File: src/rtl/rv32_wb_port_arbiter.sv
// -----------------------------------------------------------------------------
// rv32_wb_port_arbiter
//
// Purpose:
//   Shares the single register-file write port between the in-order writeback
//   stage and long-latency unit (MUL/DIV) results. Writeback always wins the
//   port. LU results are queued in a small FIFO and drained, in arrival order,
//   into cycles where writeback does not write. A starvation counter raises
//   stall_req so the frontend can insert a writeback bubble. A pending
//   destination lookup (pend_hit) lets decode detect RAW/WAW hazards against
//   results that are still buffered.
//
// Optional feature (compile-time macro RV32_WB_ARB_BYPASS_EN):
//   When defined, an LU result arriving while the FIFO is empty and writeback
//   is idle is written through the port in the same cycle instead of being
//   queued. When undefined, every LU result goes through the FIFO and the
//   minimum acceptance-to-write latency is one cycle.
//
// Parameters:
//   DEPTH         LU result FIFO entries (power of two, >= 2)
//   STARVE_LIMIT  consecutive non-drain cycles with a non-empty FIFO before
//                 stall_req asserts (>= 1)
//
// Ports:
//   clk, rst                              clock, asynchronous active-high reset
//   pipe_reg_write, pipe_rd, pipe_wb_data writeback stage write request
//   lu_valid, lu_ready, lu_rd, lu_data    LU result handshake
//   reg_write, rd, wb_data                register file write port
//   stall_req                             bubble request to the frontend
//   query_rs1, query_rs2, query_rd        decode registers to look up
//   pend_hit                              a query matches a buffered result
//
// Handshake: an LU result transfers at a rising clk edge where lu_valid and
//   lu_ready are both 1. lu_ready depends only on registered occupancy, never
//   on lu_valid or on the same-cycle drain, so a full FIFO refuses a result
//   even in the cycle its head is drained.
// -----------------------------------------------------------------------------
module rv32_wb_port_arbiter #(
   parameter int DEPTH        = 4,
   parameter int STARVE_LIMIT = 8
) (
   input  logic        clk,
   input  logic        rst,
   input  logic        pipe_reg_write,
   input  logic [4:0]  pipe_rd,
   input  logic [31:0] pipe_wb_data,
   input  logic        lu_valid,
   output logic        lu_ready,
   input  logic [4:0]  lu_rd,
   input  logic [31:0] lu_data,
   output logic        reg_write,
   output logic [4:0]  rd,
   output logic [31:0] wb_data,
   output logic        stall_req,
   input  logic [4:0]  query_rs1,
   input  logic [4:0]  query_rs2,
   input  logic [4:0]  query_rd,
   output logic        pend_hit
);

   localparam int PW = (DEPTH > 1) ? $clog2(DEPTH) : 1;
   localparam int CW = $clog2(DEPTH + 1);
   localparam int SW = $clog2(STARVE_LIMIT + 1);

   // FIFO storage; contents need no reset because occupancy qualifies them.
   logic [4:0]    rd_mem_q   [DEPTH];
   logic [31:0]   data_mem_q [DEPTH];

   logic [PW-1:0] wr_ptr_q, wr_ptr_d;
   logic [PW-1:0] rd_ptr_q, rd_ptr_d;
   logic [CW-1:0] count_q, count_d;
   logic [SW-1:0] starve_q, starve_d;
   logic          stall_q, stall_d;

   logic          pipe_wr_eff;
   logic          fifo_nempty;
   logic          deq;
   logic          enq;
   logic          bypass;

   logic [PW-1:0] ent_off   [DEPTH];
   logic [DEPTH-1:0] ent_valid;

   assign pipe_wr_eff = pipe_reg_write && (pipe_rd != 5'd0);
   assign fifo_nempty = (count_q != '0);

   // Gated by rst so the LU sees no acceptance while reset is held.
   assign lu_ready  = !rst && (count_q < CW'(DEPTH));
   assign stall_req = stall_q;

   // A handshake with lu_rd == 0 completes but creates no entry; a bypassed
   // result is consumed directly by the port.
   assign enq = lu_valid && lu_ready && (lu_rd != 5'd0) && !bypass;

   // -----------------------------------------------------------------------
   // Write port mux: writeback, then FIFO head, then (optionally) bypass.
   // -----------------------------------------------------------------------
   always_comb begin
      reg_write = 1'b0;
      rd        = 5'd0;
      wb_data   = 32'd0;
      deq       = 1'b0;
      bypass    = 1'b0;
      if (!rst) begin
         if (pipe_wr_eff) begin
            reg_write = 1'b1;
            rd        = pipe_rd;
            wb_data   = pipe_wb_data;
         end else if (fifo_nempty) begin
            reg_write = 1'b1;
            rd        = rd_mem_q[rd_ptr_q];
            wb_data   = data_mem_q[rd_ptr_q];
            deq       = 1'b1;
         end
`ifdef RV32_WB_ARB_BYPASS_EN
         else if (lu_valid && (lu_rd != 5'd0)) begin
            reg_write = 1'b1;
            rd        = lu_rd;
            wb_data   = lu_data;
            bypass    = 1'b1;
         end
`endif
      end
   end

   // -----------------------------------------------------------------------
   // Next-state: pointers, occupancy, starvation counter.
   // -----------------------------------------------------------------------
   always_comb begin
      wr_ptr_d = wr_ptr_q;
      rd_ptr_d = rd_ptr_q;
      count_d  = count_q;
      if (enq) begin
         wr_ptr_d = wr_ptr_q + PW'(1);
      end
      if (deq) begin
         rd_ptr_d = rd_ptr_q + PW'(1);
      end
      case ({enq, deq})
         2'b10:   count_d = count_q + CW'(1);
         2'b01:   count_d = count_q - CW'(1);
         default: count_d = count_q;
      endcase
   end

   // Counts cycles in which something is buffered but the port is taken by
   // writeback; saturates so stall_req holds until a drain actually happens.
   always_comb begin
      starve_d = starve_q;
      if (!fifo_nempty || deq) begin
         starve_d = '0;
      end else if (starve_q != SW'(STARVE_LIMIT)) begin
         starve_d = starve_q + SW'(1);
      end
      stall_d = (starve_d == SW'(STARVE_LIMIT));
   end

   always_ff @(posedge clk or posedge rst) begin
      if (rst) begin
         wr_ptr_q <= '0;
         rd_ptr_q <= '0;
         count_q  <= '0;
         starve_q <= '0;
         stall_q  <= 1'b0;
      end else begin
         wr_ptr_q <= wr_ptr_d;
         rd_ptr_q <= rd_ptr_d;
         count_q  <= count_d;
         starve_q <= starve_d;
         stall_q  <= stall_d;
      end
   end

   always_ff @(posedge clk) begin
      if (enq) begin
         rd_mem_q[wr_ptr_q]   <= lu_rd;
         data_mem_q[wr_ptr_q] <= lu_data;
      end
   end

   // -----------------------------------------------------------------------
   // Pending-destination lookup. Entry i is live when its distance from the
   // read pointer (modulo DEPTH) is below the occupancy.
   // -----------------------------------------------------------------------
   always_comb begin
      ent_valid = '0;
      for (int i = 0; i < DEPTH; i++) begin
         ent_off[i]   = PW'(i) - rd_ptr_q;
         ent_valid[i] = (CW'(ent_off[i]) < count_q);
      end
   end

   always_comb begin
      pend_hit = 1'b0;
      for (int i = 0; i < DEPTH; i++) begin
         if (ent_valid[i]) begin
            if (((query_rs1 != 5'd0) && (rd_mem_q[i] == query_rs1)) ||
                ((query_rs2 != 5'd0) && (rd_mem_q[i] == query_rs2)) ||
                ((query_rd  != 5'd0) && (rd_mem_q[i] == query_rd))) begin
               pend_hit = 1'b1;
            end
         end
      end
      if (rst) begin
         pend_hit = 1'b0;
      end
   end

endmodule

File: config.mk
export PLATFORM = sky130hd
export DESIGN_NAME = rv32_wb_port_arbiter
export DESIGN_NICKNAME = d
export VERILOG_FILES = /design/src/rtl/rv32_wb_port_arbiter.sv
export SDC_FILE = /design/constraint.sdc
export NUM_CORES = 1
export LEC_CHECK = 0
export BUFFER_PORTS_ARGS = -buffer_cell sky130_fd_sc_hd__clkbuf_2
export CORE_MARGIN = 2
export CORE_UTILIZATION = 40
export DETAILED_ROUTE_END_ITERATION = 10
export PLACE_DENSITY_LB_ADDON = 0.12
export SLEW_MARGIN = 20
export SYNTH_ARGS = -nofsm -noshare
export SYNTH_HDL_FRONTEND = slang
export SYNTH_SLANG_ARGS = --single-unit
File: constraint.sdc
create_clock -name clk -period 2.55 [get_ports clk]
set_input_delay 0.1275 -clock clk [delete_from_list [all_inputs] [get_ports clk]]
set_output_delay 0.1275 -clock clk [all_outputs]
set_load 0.02 [all_outputs]
### Word-level counts from Yosys, hierarchy flattened

Memories as Yosys holds them, arrays and structs flattened.
Cells that the tools add are included.

| cells by class | value |
|---|---|
| add/subtract/negate cells | 9 |
| magnitude comparators | 5 |
| equality and inequality tests | 16 |
| muxes and demuxes | 25 |
| reduce and logical (&&, ||, !) cells | 34 |

Operators with widths:

| operator | number |
|---|---|
| two-way mux 32 bit | 3 |
| == test 5 bit | 12 |
| nonzero test 5 bit | 5 |
| logical AND 1 bit | 16 |
| two-way mux 1 bit | 16 |
| two-way mux 5 bit | 3 |
| < comparator 2 x 3 -> 1 bit | 4 |
| logical OR 1 bit | 9 |
| two-way mux 4 bit | 2 |
| one-hot mux 3 bit (2 select lines) | 1 |
| adder 2 x 1 -> 2 bit, second input constant | 2 |
| adder 4 x 1 -> 4 bit, second input constant | 1 |
| == test 4 bit, second input constant | 1 |
| inequality test 4 bit, second input constant | 1 |
| subtractor 1 x 2 -> 2 bit, first input constant | 2 |
| subtractor 2 bit, first input constant | 2 |
| adder 3 x 1 -> 3 bit, second input constant | 1 |
| < comparator 3 bit, second input constant | 1 |
| nonzero test 3 bit | 1 |
| subtractor 3 x 1 -> 3 bit, second input constant | 1 |
| == test 2 x 1 -> 1 bit, second input constant | 1 |
| == test 2 bit, second input constant | 1 |
| zero test 1 bit | 2 |
| nonzero test 2 bit | 1 |

| word-level totals | value |
|---|---|
| flip-flop bits (word level) | 12 |
| bits in writable memories | 148 |
| input port bits | 93 |
| output and inout port bits | 41 |
| word-level logic and storage cells | 96 |
| memories | 2 |

Memory list:

| memory | words | bits a word | read ports | clocked after memory_dff | write ports | line | RTL |
|---|---|---|---|---|---|---|---|
| data_mem_q | 4 | 32 | 1 | 0 | 1 | 67 | `logic [31:0] data_mem_q [DEPTH];` |
| rd_mem_q | 4 | 5 | 5 | 0 | 1 | 66 | `logic [4:0] rd_mem_q [DEPTH];` |

### Longest topological paths before layout

An unclocked memory read counts as a cell.

| logic depth | value |
|---|---|
| depth in word-level cells | 14 |
| mapped depth | 11 |
| depth with buffers taken out | 10 |

### Worst setup path after synthesis

No wires, ideal clock.

| timing | value |
|---|---|
| path type | reg2reg |
| start | reg count_q[2] |
| end | mem data_mem_q[2][0] (enable) |
| library setup time | 398 ps |
| data arrival time | 2254 ps |
| required time | 2152 ps |
| setup slack | -102 ps |
| stages on the path, launching flop included | 6 |
| path buffers | 1 |
| period minus slack after synthesis | 2652 ps |
| cells stage by stage | dfrtp_1 > clkbuf_1 > nor2_1 > nand2_1 > a21oi_1 > and2_1 |

| on the way | value |
|---|---|
| word-level cells in the longest chain between the ends | 6 |

Ends and longest elaborated chain:

| item | line | RTL |
|---|---|---|
| start: declaration | 71 | `logic [CW-1:0] count_q, count_d;` |
| start signal: assignment | 168 | `count_q <= count_d;` |
| < comparator 3 bit | 88 | `assign lu_ready = !rst && (count_q < CW'(DEPTH));` |
| logical AND 1 bit | 88 |  |
| named net lu_ready | 48 | `output logic lu_ready,` |
| logical AND 1 bit (2 in a row) | 93 | `assign enq = lu_valid && lu_ready && (lu_rd != 5'd0) && !bypass;` |
| two-way mux 1 bit | 175 | `if (enq) begin` |
| two-way mux 1 bit (implied by the code) | 177 | `data_mem_q[wr_ptr_q] <= lu_data;` |
| end: declaration | 67 |  |

The timed path passes the listed nets, and every way through them passes these cells.

### Worst setup path after layout

| timing | value |
|---|---|
| start | reg rd_ptr_q[0] |
| end | out pend_hit |

| on the way | value |
|---|---|
| word-level cells in the longest chain between the ends | 10 |
| elaborated cells between the ends (all ways) | 16 |
| classes of those cells | 4 x add/sub; 4 x order compare; 8 x mux |

Ends and longest elaborated chain:

| item | line | RTL |
|---|---|---|
| start: declaration | 70 | `logic [PW-1:0] rd_ptr_q, rd_ptr_d;` |
| start signal: assignment | 167 | `rd_ptr_q <= rd_ptr_d;` |
| subtractor 1 x 2 -> 2 bit | 188 | `ent_off[i] = PW'(i) - rd_ptr_q;` |
| < comparator 2 x 3 -> 1 bit | 189 | `ent_valid[i] = (CW'(ent_off[i]) < count_q);` |
| two-way mux 1 bit | 196 | `if (ent_valid[i]) begin` |
| two-way mux 1 bit | 197 | `if (((query_rs1 != 5'd0) && (rd_mem_q[i] == query_rs1)) \|\|` |
| two-way mux 1 bit | 196 |  |
| two-way mux 1 bit | 197 |  |
| two-way mux 1 bit | 196 |  |
| two-way mux 1 bit | 197 |  |
| two-way mux 1 bit * | 196 |  |
| two-way mux 1 bit * | 204 | `if (rst) begin` |
| end: declaration | 58 | `output logic pend_hit` |

Every way passes the cells marked *; elsewhere a longest branch is shown, timed or not.

==> results.md <==
* Final worst path period share at 92.92%
* Die Span X at 138.9 um
* Compound-gate portion of the synthesized area at 5.841%
* RSZ-0062 raised after global routing: no
* Buf/Inv on CP at 2
* Setup violations, final at 0
* Max frequency at 0.4220 GHz
* Power Density at 908.6 nW/um^2
* Wire per inst at 19.94 um
* Die area at 19300 sq um
* Skew-Pair Late Insertion Delay at 0.42 ns
* Clock root cell: clkbuf_16
* CTS tree: yes
* Num CTS Buffers at 17
* Crit. End Element: primary output
* Commonest non-fill, non-tap cell in the layout: edfxtp_1
* Antenna Nets Post-Route at 0
* Starting DRT DRC Count at 312
* Layout Nets at 714
* CP required at 2.42 ns
* CP startpoint kind: flip-flop
* Mux contribution to synthesized area at 11.58%
* Clk sinks at 160
* Setup TNS at 0 ns
* Fraction of layout cells with a size suffix above 1 at 37.46%
* Bufs on Longest Clock Path at 2
* Mapped Cells at 432
* IO Port Bufs at 133
* H-tree Lvls at 4
* CP max FO at 7
* GR Overflow Total at 0
* Largest net degree at the start of global routing at 40
* Max-slew violations at 0
* Syn Nets at 537
* Number of global-route vias before repair at 4712
* Largest family of logic cells by synthesized area: multiplexers
* First-pass DRT Iterations at 4
* First-pass GRT wire length at 26660 um
* Boundary Pins at 134
* Simple-gate share of the synthesized area at 4.312%
* Fin area at 9316 sq um
* Sequential-to-total area share from yosys stat at 65.14%
* Lkg Pwr at 3.464 nW
* Slew at the pin closest to its max-slew limit at 1.044 ns
* Finished Core Util at 52.04%
* Worst IR Drop VDD at 0.5937 mV
* Detailed-route via count at 4494
* CP arrival at 2.24 ns
* Most frequent cells in the layout: edfxtp_1, clkbuf_2, xnor2_1
* Post-Synth Adder-Cell Area at 2.165%
* Hpwl dp at 11310 um
* Library cells used by synthesis at 34
* Initial antenna violation count at 1
* Gr usage total at 18.25%
* Placed cell area at 8288 sq um
* Worst rel slew slack at 30.25%
* Mapped Area at 7283 sq um
* Prevailing post-synth register cell: edfxtp_1
* Outcome: finished clean
* Top delay family on crit path: flip-flops
* Worst-path clk slew at 0.07 ns
* Initial Util at 40.68%
* Fin crit period at 2.370 ns
* Relative area change from synthesis to final layout at 27.92%
* Die Ht at 138.9 um
* Crit-path slowest cell: dfrtp_4
* Crit path cell chain: xor2_2 > inv_1 > ha_1 > a21oi_1 > o32ai_1 > a41oi_1 > clkbuf_2
* Vias/cell at 5.275
* Yosys reg bits at 160
* Core area at 17900 sq um
* RD Place Congestion at 0.9417
* Total wire length at 16990 um
* Area share of xor/xnor cells in the synthesized design at 8.401%
* FFs w/ async S/R, synth at 7.500%
* DRC viols at 0
* EDFF count, synth at 148
* Layout Skew at 0.01253 ns
* Yosys Warn Count at 0
* Final Hold Fails at 0
* Mapped Avg Cell Area at 16.86 sq um
* FP Rows at 49
* Hold Path Class: in2reg
* MaxCap Viol Count at 0
* Critical path class: reg2out
* CP max stage delay at 0.54 ns
[worst paths after layout]
kind	from	endpoint	slack, ns	depth (start not counted)
hold / removal	lu_valid	wr_ptr_q[0]	0.30	5
hold reg to reg	count_q[0]	count_q[0]	0.59	1
min in group asynchronous	rst	starve_q[1]	0.35	3
max in group asynchronous	rst	rd_ptr_q[0]	1.73	4
setup reg to reg	count_q[2]	count_q[2]	0.57	9
setup / recovery	rd_ptr_q[0]	pend_hit	0.18	7
[sequential cells by signal, summed over array words and instances (netlist names)]
name        flops
stall_req       1
starve_q        4
wr_ptr_q        2
data_mem_q    128
count_q         3
rd_ptr_q        2
rd_mem_q       20
[repair_timing]
item,in CTS,in global routing
hold buffers,38,0
gates resized for setup,1,1
setup buffers,0,3
hold endpoints to repair,153,0
endpoints found under the setup margin,18,10
[Yosys cell counts, types with 7 or more instances]
cell type,instances,area [sq um]
clkbuf_1,17,63.81
xor2_1,29,254.0
nor4_1,12,75.07
ha_1,11,137.6
xnor2_1,39,341.6
nor2_1,12,45.04
buf_2,11,55.05
dfrtp_1,12,300.3
nand3_1,13,65.06
a22o_1,36,315.3
a21oi_1,7,35.03
edfxtp_1,148,4444
mux4_2,37,833.3
inv_1,12,45.04
[cell type report]
cell class / count / area (sq um)
antenna: 1 / 2.502
clock buffer: 17 / 425.4
clock inverter: 15 / 186.4
fill: 1516 / 8586
inverter: 12 / 45.04
multi-input combinational: 228 / 2379
sequential: 160 / 4750
tap: 229 / 286.5
timing repair buffer: 190 / 1242
[kinds of logic after synthesis]
family	Yosys count
DFF	160
xor gates and xnor gates	69
and+or+nand+nor	57
AOI/OAI and AO/OA	52
buffers and inverters	44
muxes	38
adders and majority gates	12
[stage by stage]
stage                     power (mW)  instances  worst slack (ns)  hold WS (ns)
after floorplan                5.084        432            0.2489      0.008948
after global routing           8.912        851           0.04906        0.3128
after global placement         5.835        778            0.3044        0.2199
after CTS                      8.518        848           0.05084        0.2591
after detailed placement       5.874        778            0.2656        0.2246
final                          8.464        852            0.1804        0.3022
[worst min-delay path: stages]
cell	delay (ns)
clkbuf_2	0.08
nand2_1	0.12
a21oi_1	0.08
buf_4	0.16
xnor2_1	0.12
[where the power goes]
part,internal (mW),switching [mW],leakage (nW),total (mW)
clock network,1.55,1.03,0.291,2.58
registers,3.16,0.157,1.48,3.31
logic,1.21,1.35,1.69,2.57
[layer usage]
layer | wire length (um) | global-route usage, % | share of wire, %
met1 | 7584 | 24.33 | 45
met2 | 8461 | 30.23 | 50
met3 | 698 | 4.316 | 4.1
met4 | 248 | 5.104 | 1.5
met5 | 0 | 0 | 0
No activity file was read; power rests on OpenSTA's default activity.
